### config.mk
export PLATFORM = sky130hd
export DESIGN_NAME = transit_sequencer
export DESIGN_NICKNAME = d
export VERILOG_FILES = /design/src/rtl/transit_sequencer.sv
export SDC_FILE = /design/constraint.sdc
export NUM_CORES = 1
export LEC_CHECK = 0
export BUFFER_PORTS_ARGS = -buffer_cell sky130_fd_sc_hd__buf_2
export CAP_MARGIN = 20
export CORE_ASPECT_RATIO = 1.1
export CORE_MARGIN = 3
export CORE_UTILIZATION = 35
export DETAILED_ROUTE_END_ITERATION = 16
export GPL_ROUTABILITY_DRIVEN = 0
export PLACE_DENSITY = 0.59
export SYNTH_ARGS = -nofsm -noshare
export SYNTH_HDL_FRONTEND = slang
export SYNTH_SLANG_ARGS = --single-unit
### constraint.sdc
create_clock -name clk -period 2.7 [get_ports clk]
set_input_delay 0.27 -clock clk [delete_from_list [all_inputs] [get_ports clk]]
set_output_delay 0.27 -clock clk [all_outputs]
set_load 0.1 [all_outputs]
### src/rtl/transit_sequencer.sv
// Transit controller: queues UART bytes, runs each nibble through the 4->7/7->4 codec pair,
// reassembles the byte and hands it to the transmitter. Optional TRANSIT_BYPASS_EN skips the codec.
module transit_sequencer #(
    parameter int unsigned FIFO_DEPTH = 4,
    parameter int unsigned ACT_LEN    = 3,
    parameter int unsigned TIMEOUT    = 255,
    parameter int unsigned GUARD      = 2
) (
    input  logic                          clk,
    input  logic                          reset,
    input  logic [7:0]                    byte_in,
    input  logic                          byte_valid,
    output logic [3:0]                    nib_out,
    output logic                          nib_active,
    input  logic [3:0]                    dec_bits,
    input  logic                          dec_valid,
    output logic [7:0]                    tx_byte,
    output logic                          tx_enable,
    input  logic                          tx_busy,
`ifdef TRANSIT_BYPASS_EN
    input  logic                          bypass,
`endif
    output logic                          overflow,
    output logic                          err_timeout,
    output logic [$clog2(FIFO_DEPTH):0]   fifo_count
);

    localparam int unsigned PTR_W = $clog2(FIFO_DEPTH);
    localparam int unsigned CNT_W = PTR_W + 1;
    localparam int unsigned TO_W  = $clog2(TIMEOUT + 1);
    localparam int unsigned PH_MAX = (ACT_LEN > GUARD) ? ACT_LEN : GUARD;
    localparam int unsigned PH_W  = $clog2(PH_MAX + 1);

    typedef enum logic [3:0] {
        S_IDLE, S_LOAD, S_SEND_LO, S_WAIT_LO, S_SEND_HI, S_WAIT_HI,
        S_TX_WAIT, S_TX_FIRE, S_GUARD
    } state_t;

    state_t             state_q, state_d;
    logic [7:0]         mem_q [FIFO_DEPTH];
    logic [7:0]         mem_d [FIFO_DEPTH];
    logic [PTR_W-1:0]   wr_ptr_q, wr_ptr_d, rd_ptr_q, rd_ptr_d;
    logic [CNT_W-1:0]   count_q, count_d;
    logic               overflow_q, overflow_d;
    logic [PH_W-1:0]    ph_q, ph_d;
    logic [TO_W-1:0]    to_q, to_d;
    logic [7:0]         w_q, w_d;
    logic [3:0]         lo_q, lo_d;
    logic [3:0]         nib_q, nib_d;
    logic               nib_active_q, nib_active_d;
    logic [7:0]         tx_byte_q, tx_byte_d;
    logic               tx_enable_q, tx_enable_d;
    logic               err_q, err_d;
    logic               pop_c, push_ok_c;
    logic [7:0]         head_c;

    assign pop_c  = (state_q == S_LOAD);
    assign head_c = mem_q[rd_ptr_q];

    // FIFO: a pop in the same cycle frees the slot for a push even when full
    always_comb begin
        mem_d      = mem_q;
        push_ok_c  = byte_valid && ((count_q != CNT_W'(FIFO_DEPTH)) || pop_c);
        overflow_d = overflow_q | (byte_valid & ~push_ok_c);
        if (push_ok_c) begin
            mem_d[wr_ptr_q] = byte_in;
        end
        wr_ptr_d = wr_ptr_q + PTR_W'(push_ok_c);
        rd_ptr_d = rd_ptr_q + PTR_W'(pop_c);
        count_d  = count_q + CNT_W'(push_ok_c) - CNT_W'(pop_c);
    end

    always_comb begin
        state_d   = state_q;
        ph_d      = ph_q;
        to_d      = to_q;
        w_d       = w_q;
        lo_d      = lo_q;
        nib_d     = nib_q;
        tx_byte_d = tx_byte_q;
        err_d     = 1'b0;
        case (state_q)
            S_IDLE: begin
                if (count_q != '0) begin
                    state_d = S_LOAD;
                end
            end
            S_LOAD: begin
                w_d  = head_c;
                ph_d = '0;
`ifdef TRANSIT_BYPASS_EN
                if (bypass) begin
                    state_d   = S_TX_WAIT;
                    tx_byte_d = head_c;
                end else begin
                    state_d = S_SEND_LO;
                    nib_d   = head_c[3:0];
                end
`else
                state_d = S_SEND_LO;
                nib_d   = head_c[3:0];
`endif
            end
            S_SEND_LO: begin
                nib_d = w_q[3:0];
                if (ph_q == PH_W'(ACT_LEN - 1)) begin
                    state_d = S_WAIT_LO;
                    to_d    = '0;
                end else begin
                    ph_d = ph_q + PH_W'(1);
                end
            end
            S_WAIT_LO: begin
                if (dec_valid) begin
                    lo_d    = dec_bits;
                    nib_d   = w_q[7:4];
                    ph_d    = '0;
                    state_d = S_SEND_HI;
                end else if (to_q == TO_W'(TIMEOUT - 1)) begin
                    err_d   = 1'b1;
                    w_d     = '0;
                    state_d = S_IDLE;
                end else if (to_q != TO_W'(TIMEOUT)) begin
                    to_d = to_q + TO_W'(1);
                end
            end
            S_SEND_HI: begin
                if (ph_q == PH_W'(ACT_LEN - 1)) begin
                    state_d = S_WAIT_HI;
                    to_d    = '0;
                end else begin
                    ph_d = ph_q + PH_W'(1);
                end
            end
            S_WAIT_HI: begin
                if (dec_valid) begin
                    tx_byte_d = {dec_bits, lo_q};
                    state_d   = S_TX_WAIT;
                end else if (to_q == TO_W'(TIMEOUT - 1)) begin
                    err_d   = 1'b1;
                    w_d     = '0;
                    state_d = S_IDLE;
                end else if (to_q != TO_W'(TIMEOUT)) begin
                    to_d = to_q + TO_W'(1);
                end
            end
            S_TX_WAIT: begin
                if (!tx_busy) begin
                    state_d = S_TX_FIRE;
                end
            end
            S_TX_FIRE: begin
                ph_d    = '0;
                state_d = S_GUARD;
            end
            S_GUARD: begin
                // tx_busy is deliberately not looked at until the transmitter has had time to raise it
                if (ph_q == PH_W'(GUARD - 1)) begin
                    state_d = S_IDLE;
                end else begin
                    ph_d = ph_q + PH_W'(1);
                end
            end
            default: state_d = S_IDLE;
        endcase
        nib_active_d = (state_d == S_SEND_LO) || (state_d == S_SEND_HI);
        tx_enable_d  = (state_d == S_TX_FIRE);
    end

    always_ff @(posedge clk or negedge reset) begin
        if (!reset) begin
            state_q      <= S_IDLE;
            for (int i = 0; i < int'(FIFO_DEPTH); i++) begin
                mem_q[i] <= '0;
            end
            wr_ptr_q     <= '0;
            rd_ptr_q     <= '0;
            count_q      <= '0;
            overflow_q   <= 1'b0;
            ph_q         <= '0;
            to_q         <= '0;
            w_q          <= '0;
            lo_q         <= '0;
            nib_q        <= '0;
            nib_active_q <= 1'b0;
            tx_byte_q    <= '0;
            tx_enable_q  <= 1'b0;
            err_q        <= 1'b0;
        end else begin
            state_q      <= state_d;
            mem_q        <= mem_d;
            wr_ptr_q     <= wr_ptr_d;
            rd_ptr_q     <= rd_ptr_d;
            count_q      <= count_d;
            overflow_q   <= overflow_d;
            ph_q         <= ph_d;
            to_q         <= to_d;
            w_q          <= w_d;
            lo_q         <= lo_d;
            nib_q        <= nib_d;
            nib_active_q <= nib_active_d;
            tx_byte_q    <= tx_byte_d;
            tx_enable_q  <= tx_enable_d;
            err_q        <= err_d;
        end
    end

    assign nib_out     = nib_q;
    assign nib_active  = nib_active_q;
    assign tx_byte     = tx_byte_q;
    assign tx_enable   = tx_enable_q;
    assign overflow    = overflow_q;
    assign err_timeout = err_q;
    assign fifo_count  = count_q;

endmodule

After elaboration in Yosys (flattened, before gate mapping)
Cells that the tools add are included.
Word-level totals
  register bits after elaboration: 81
  bits of input ports: 17
  output and inout bits: 19
  word-level logic and storage cells: 107
Cells by class
  $add $sub $neg: 6
  magnitude comparators: 3
  equality and inequality tests: 24
  multiplexer cells: 32
  bitwise operators: 5
  reductions and logical operators: 19
Operator list (count)
  8-bit two-way mux: 9
  4-bit two-way mux: 9
  4-bit one-hot mux with 9 select lines: 1
  32-bit bitwise mux: 1
  8-bit one-hot mux with 2 select lines: 2
  4-bit by 3-bit equality test with 1-bit output, second input constant: 6
  8-bit binary-select mux with 2-bit select: 1
  8-bit demux with 2-bit select: 1
  4-bit by 2-bit equality test with 1-bit output, second input constant: 3
  4-bit one-hot mux with 3 select lines: 1
  2-bit inequality test, second input constant: 5
  8-bit by 1-bit adder with 8-bit output, second input constant: 1
  8-bit equality test, second input constant: 1
  8-bit inequality test, second input constant: 1
  2-bit one-hot mux with 4 select lines: 1
  3-bit >= comparator, second input constant: 2
  2-bit two-way mux: 3
  2-bit by 1-bit inequality test with 1-bit output, second input constant: 3
  2-bit inverter with 3-bit output: 2
  2-bit AND reduction: 3
  3-bit nonzero test: 2
  2-bit OR reduction: 3
  5-bit AND reduction: 1
  2-bit by 1-bit adder with 2-bit output: 2
  20 further kinds: 25

Logic depth before layout (Yosys ltp)
  word-level depth: 6
  depth in mapped cells: 11
  gate-level depth less buffers: 10

Least setup slack after synthesis
No wires, ideal clock.
  kind: register -> register
  from: register count_q[2] (netlist: fifo_count[2])
  to: register count_q[2] (netlist: fifo_count[2])
  setup time: 159 ps
  data arrival time: 2714 ps
  setup slack: -173 ps
  stages on the path, launching flop included: 10
  buffers on the path: 0
  cell sequence: dfrtp_1 > or4b_1 > nand2_2 > ha_1 > inv_1 > ha_1 > inv_1 > fa_1 > xnor2_1 > xnor2_1
On the way
  word-level cells in the longest chain between the ends: 5
RTL lines
  from (decl): RTL line 43  | logic [CNT_W-1:0] count_q, count_d;
  from (signal assigned): RTL line 194  | count_q <= count_d;
  3-bit inequality test: RTL line 63  | push_ok_c = byte_valid && ((count_q != CNT_W'(FIFO_DEPTH)) || pop_c);
  1-bit logical OR: RTL line 63
  1-bit logical AND: RTL line 63
  3-bit by 1-bit adder with 3-bit output (*): RTL line 70  | count_d = count_q + CNT_W'(push_ok_c) - CNT_W'(pop_c);
  3-bit by 1-bit subtractor with 3-bit output (*): RTL line 70
  net count_d[2]: RTL line 43
Mark *: on every way through the listed nets, which the timed path passes. The rest lies on a longest branch.
A chain may end at the register's enable or synchronous reset.

Final worst setup path
  from: register state_q[0]
  to: register count_q[2] (netlist: fifo_count[2])
On the way
  word-level cells in the longest chain between the ends: 5
RTL lines
  from (decl): RTL line 39  | state_t state_q, state_d;
  from (signal assigned): RTL line 190  | state_q <= state_d;
  4-bit by 1-bit equality test with 1-bit output (*): RTL line 57  | assign pop_c = (state_q == S_LOAD);
  1-bit logical OR: RTL line 63
  1-bit logical AND: RTL line 63
  3-bit by 1-bit adder with 3-bit output: RTL line 70
  3-bit by 1-bit subtractor with 3-bit output (*): RTL line 70
  net count_d[2]: RTL line 43
Marks and branches as above.

==> reports/qor.txt <==
wire length of the first global-routing pass: 12700 µm
fillers: 1005
TNS Setup: 0 ps
global-route total usage across every layer: 13.2%
initial antenna violation count: 0
endpoints failing hold: 0
Worst Max-Slew Pin Slew: 678 ps
Cell variety after synth: 47
CTS tree: yes
core box area: 0.0105 mm²
netlist area before placement: 0.00379 mm²
synthesized instance count: 293
main combinational cell family by area after synthesis: multiplexers
Inserted Clock Buffers: 9
fraction of the mapped netlist area in compound gates: 6.56%
post-CTS clock slew at the launch and capture registers of the worst setup and hold paths: 60 ps
post-synthesis async set-or-reset flop share: 100%
worst path setup slack after routing: 273 ps
cell types with the largest area share after synthesis: dfrtp_1 (53%), mux2_2 (14%), mux4_2 (4.7%), ha_1 (2.6%), a22o_1 (1.8%)
maximum frequency from static timing analysis: 412 MHz
worst skew pair latency: 340 ps
number of gates given a new drive strength after cts: 0
worst setup slack after placement: 284 ps
number of antenna diodes: 0
top flip-flop cell by instance count after synthesis: dfrtp_1
overall overflow remaining after global route: 0
vias in the first global route: 2503
routed via count: 2405
count of buffers inserted at the top-level ports: 35
number of DRC markers after the initial detailed-route iteration: 90
Yosys top cell by area: dfrtp_1
sequential area share after synthesis: 53.4%
proportion of netlist area held by the largest area contributor: 53.4%
Critical Path Fanout Max: 3
fin. max-slew vios: 0
remaining routing DRC violations: 0
Worst EP arrival: 2680 ps
# setup viols final: 0
length in cells of the worst reg-to-reg path: 10
Avg WL per Cell: 15.1 µm
family with the most delay on the worst path: simple AND/OR/NAND/NOR gates
setup clock skew after layout: 7.70 ps
startpoint of the most critical register-to-register path: state_q[0]$_DFF_PN0_
floorplan row count: 39
Crit path largest cell delay: 530 ps
CP Launch Type: flip-flop
multiplexer share of the synthesized area: 20.0%
Die Footprint: 0.0121 mm²
number of enable flip-flop cells after synthesis: 0
number of warning messages in the yosys log: 0
reported max-cap violation count: 0
setup slack, reg-to-reg: 270 ps
cell area after layout: 0.00448 mm²
Req. time, crit path: 2950 ps
adder and majority gate portion of the synthesized area: 3.17%
slew margin rel.: 54.7%
Min Clock Period, post-route: 2430 ps
pin count of the biggest net entering global routing: 43
count of pins on the block boundary: 36
total wire length after detailed routing: 7320 µm
maximum level of the CTS H-tree: 3
instance area at placement: 0.00418 mm²
run status: finished clean
sequence of cells on the critical path: nor4b_4 -> or4b_1 -> nand2_2 -> ha_1 -> inv_1 -> ha_1 -> inv_1 -> fa_1 -> xnor2_1 -> xnor2_1
final net count: 362
die boundary height: 115 µm
cell at the root of the clock tree: clkbuf_16
startpoint of the most critical setup path: state_q[0]$_DFF_PN0_
mean instance size in the synthesized netlist: 12.9 µm²
worst setup path endpoint: fifo_count[2]$_DFF_PN0_
reg2reg end: fifo_count[2]$_DFF_PN0_
nets in the synthesized netlist: 319
clk sink count: 81
leading cell types by count after synthesis: dfrtp_1 (81), mux2_2 (46), nand2_1 (17), nor2_1 (16), o21ai_0 (11)
most instantiated library cell after synthesis: dfrtp_1
antenna viol nets, final: 0
kind of critical path: reg -> reg
number of detailed-routing iterations run before antenna repair: 4
ratio of cells with drive above 1 in the final layout: 36.1%
area added between synthesis and finish: 18.0%
total half-perimeter wirelength after legalization and detailed placement: 5180 µm
fraction of the mapped netlist area in simple logic gates: 11.7%
class of the worst hold path: in -> reg
RSZ-0062 raised after global routing: no
Levels on crit path: 10
crit path capture type: flip-flop
Avg Vias per Cell: 4.97
synthesized flop and latch total: 81
Starting Density: 36.2%
x dimension of the die: 105 µm
highest-delay cell along the critical path: or4b_1
final cycle utilization of the critical path: 89.9%
XOR/XNOR share of the synthesized area: 3.00%
buffer levels on the longest clock path: 2
buffering stage count on the worst path with inverters included: 2
-- worst min-delay path by stage --
stage / startpoint / endpoint / slack (ps) / cells after the start
floorplan: reset / err_timeout$_DFF_PN0_ / -30 / 0
global placement: reset / to_q[3]$_DFFE_PN0P_ / 280 / 1
detailed placement: reset / to_q[2]$_DFFE_PN0P_ / 290 / 1
CTS: tx_busy / tx_enable$_DFF_PN0_ / 130 / 2
global route: tx_busy / tx_enable$_DFF_PN0_ / 140 / 2
finish: tx_busy / tx_enable$_DFF_PN0_ / 140 / 2
-- metrics by stage --
stage / std cells / hold slack [ps] / utilization, %
3_3_place_gp: 467 / 285 / 39.8
2_1_floorplan: 293 / -25.6 / -
4_1_cts: 484 / 129 / 42.7
5_1_grt: 484 / 137 / 42.7
3_5_place_dp: 467 / 291 / 39.8
6_report: 484 / 139 / 42.7
-- layout by cell type, fill, tap and decap left out, drive strengths merged, types with 2 or more instances in the layout --
cell	n
dfrtp	81
mux2	46
buf	42
nand2	18
nor2	16
inv	13
o21ai	12
clkbuf	10
mux4	8
a22o	8
ha	8
xnor2	7
nand2b	7
nand3	7
nor3	7
xor2	6
mux2i	6
nand4	4
o21bai	3
nor2b	2
nand3b	2
o211ai	2
a21o	2
nor4	2
and2	2
clkinvlp	2
nor4b	2
or4b	2
-- repair_timing --
item,CTS,global route
hold endpoints to repair,39,0
setup buffers,0,0
hold buffers,1,0
-- cell type report --
| type | count | area (µm²) | area share, % |
|---|---|---|---|
| clock buffers | 10 | 239 | 5.34 |
| well taps | 143 | 179 | 4.00 |
| clock inverters | 6 | 50.0 | 1.12 |
| multi-input cells | 191 | 1690 | 37.7 |
| flip-flops and latches | 81 | 2030 | 45.4 |
| inverters | 10 | 37.5 | 0.839 |
| repair buffers | 43 | 253 | 5.65 |
-- registers in the layout (all words and copies together) (netlist names) --
register,flops
mem_q,32
to_q,8
tx_byte,8
w_q,8
lo_q,4
nib_out,4
state_q,4
fifo_count,3
ph_q,2
rd_ptr_q,2
wr_ptr_q,2
err_timeout,1
nib_active,1
overflow,1
tx_enable,1
-- worst reg2reg max path: stages, from the launching register on --
cell,delay [ps]
dfrtp_1,390
nor4b_4,140
or4b_1,530
nand2_2,150
ha_1,240
inv_1,50
ha_1,130
inv_1,50
fa_1,370
xnor2_1,170
xnor2_1,130
-- layer usage --
metal	vias up	share of wire (%)	track usage, %
li1	1147	-	-
met4	0	1.3	4.46
met2	44	49	22.1
met5	-	0	0
met3	9	3.2	2.92
met1	1205	47	17.0
-- kinds of logic after synthesis --
group	after synthesis
adders and majority gates	9
DFF	81
muxes	60
and+or+nand+nor	74
xor gates and xnor gates	13
buffers and inverters	21
AOI/OAI and AO/OA	35
Power is left out: the tool's default activity adds up to more than one toggle a clock period on the data nets, which glitch-free logic cannot reach.
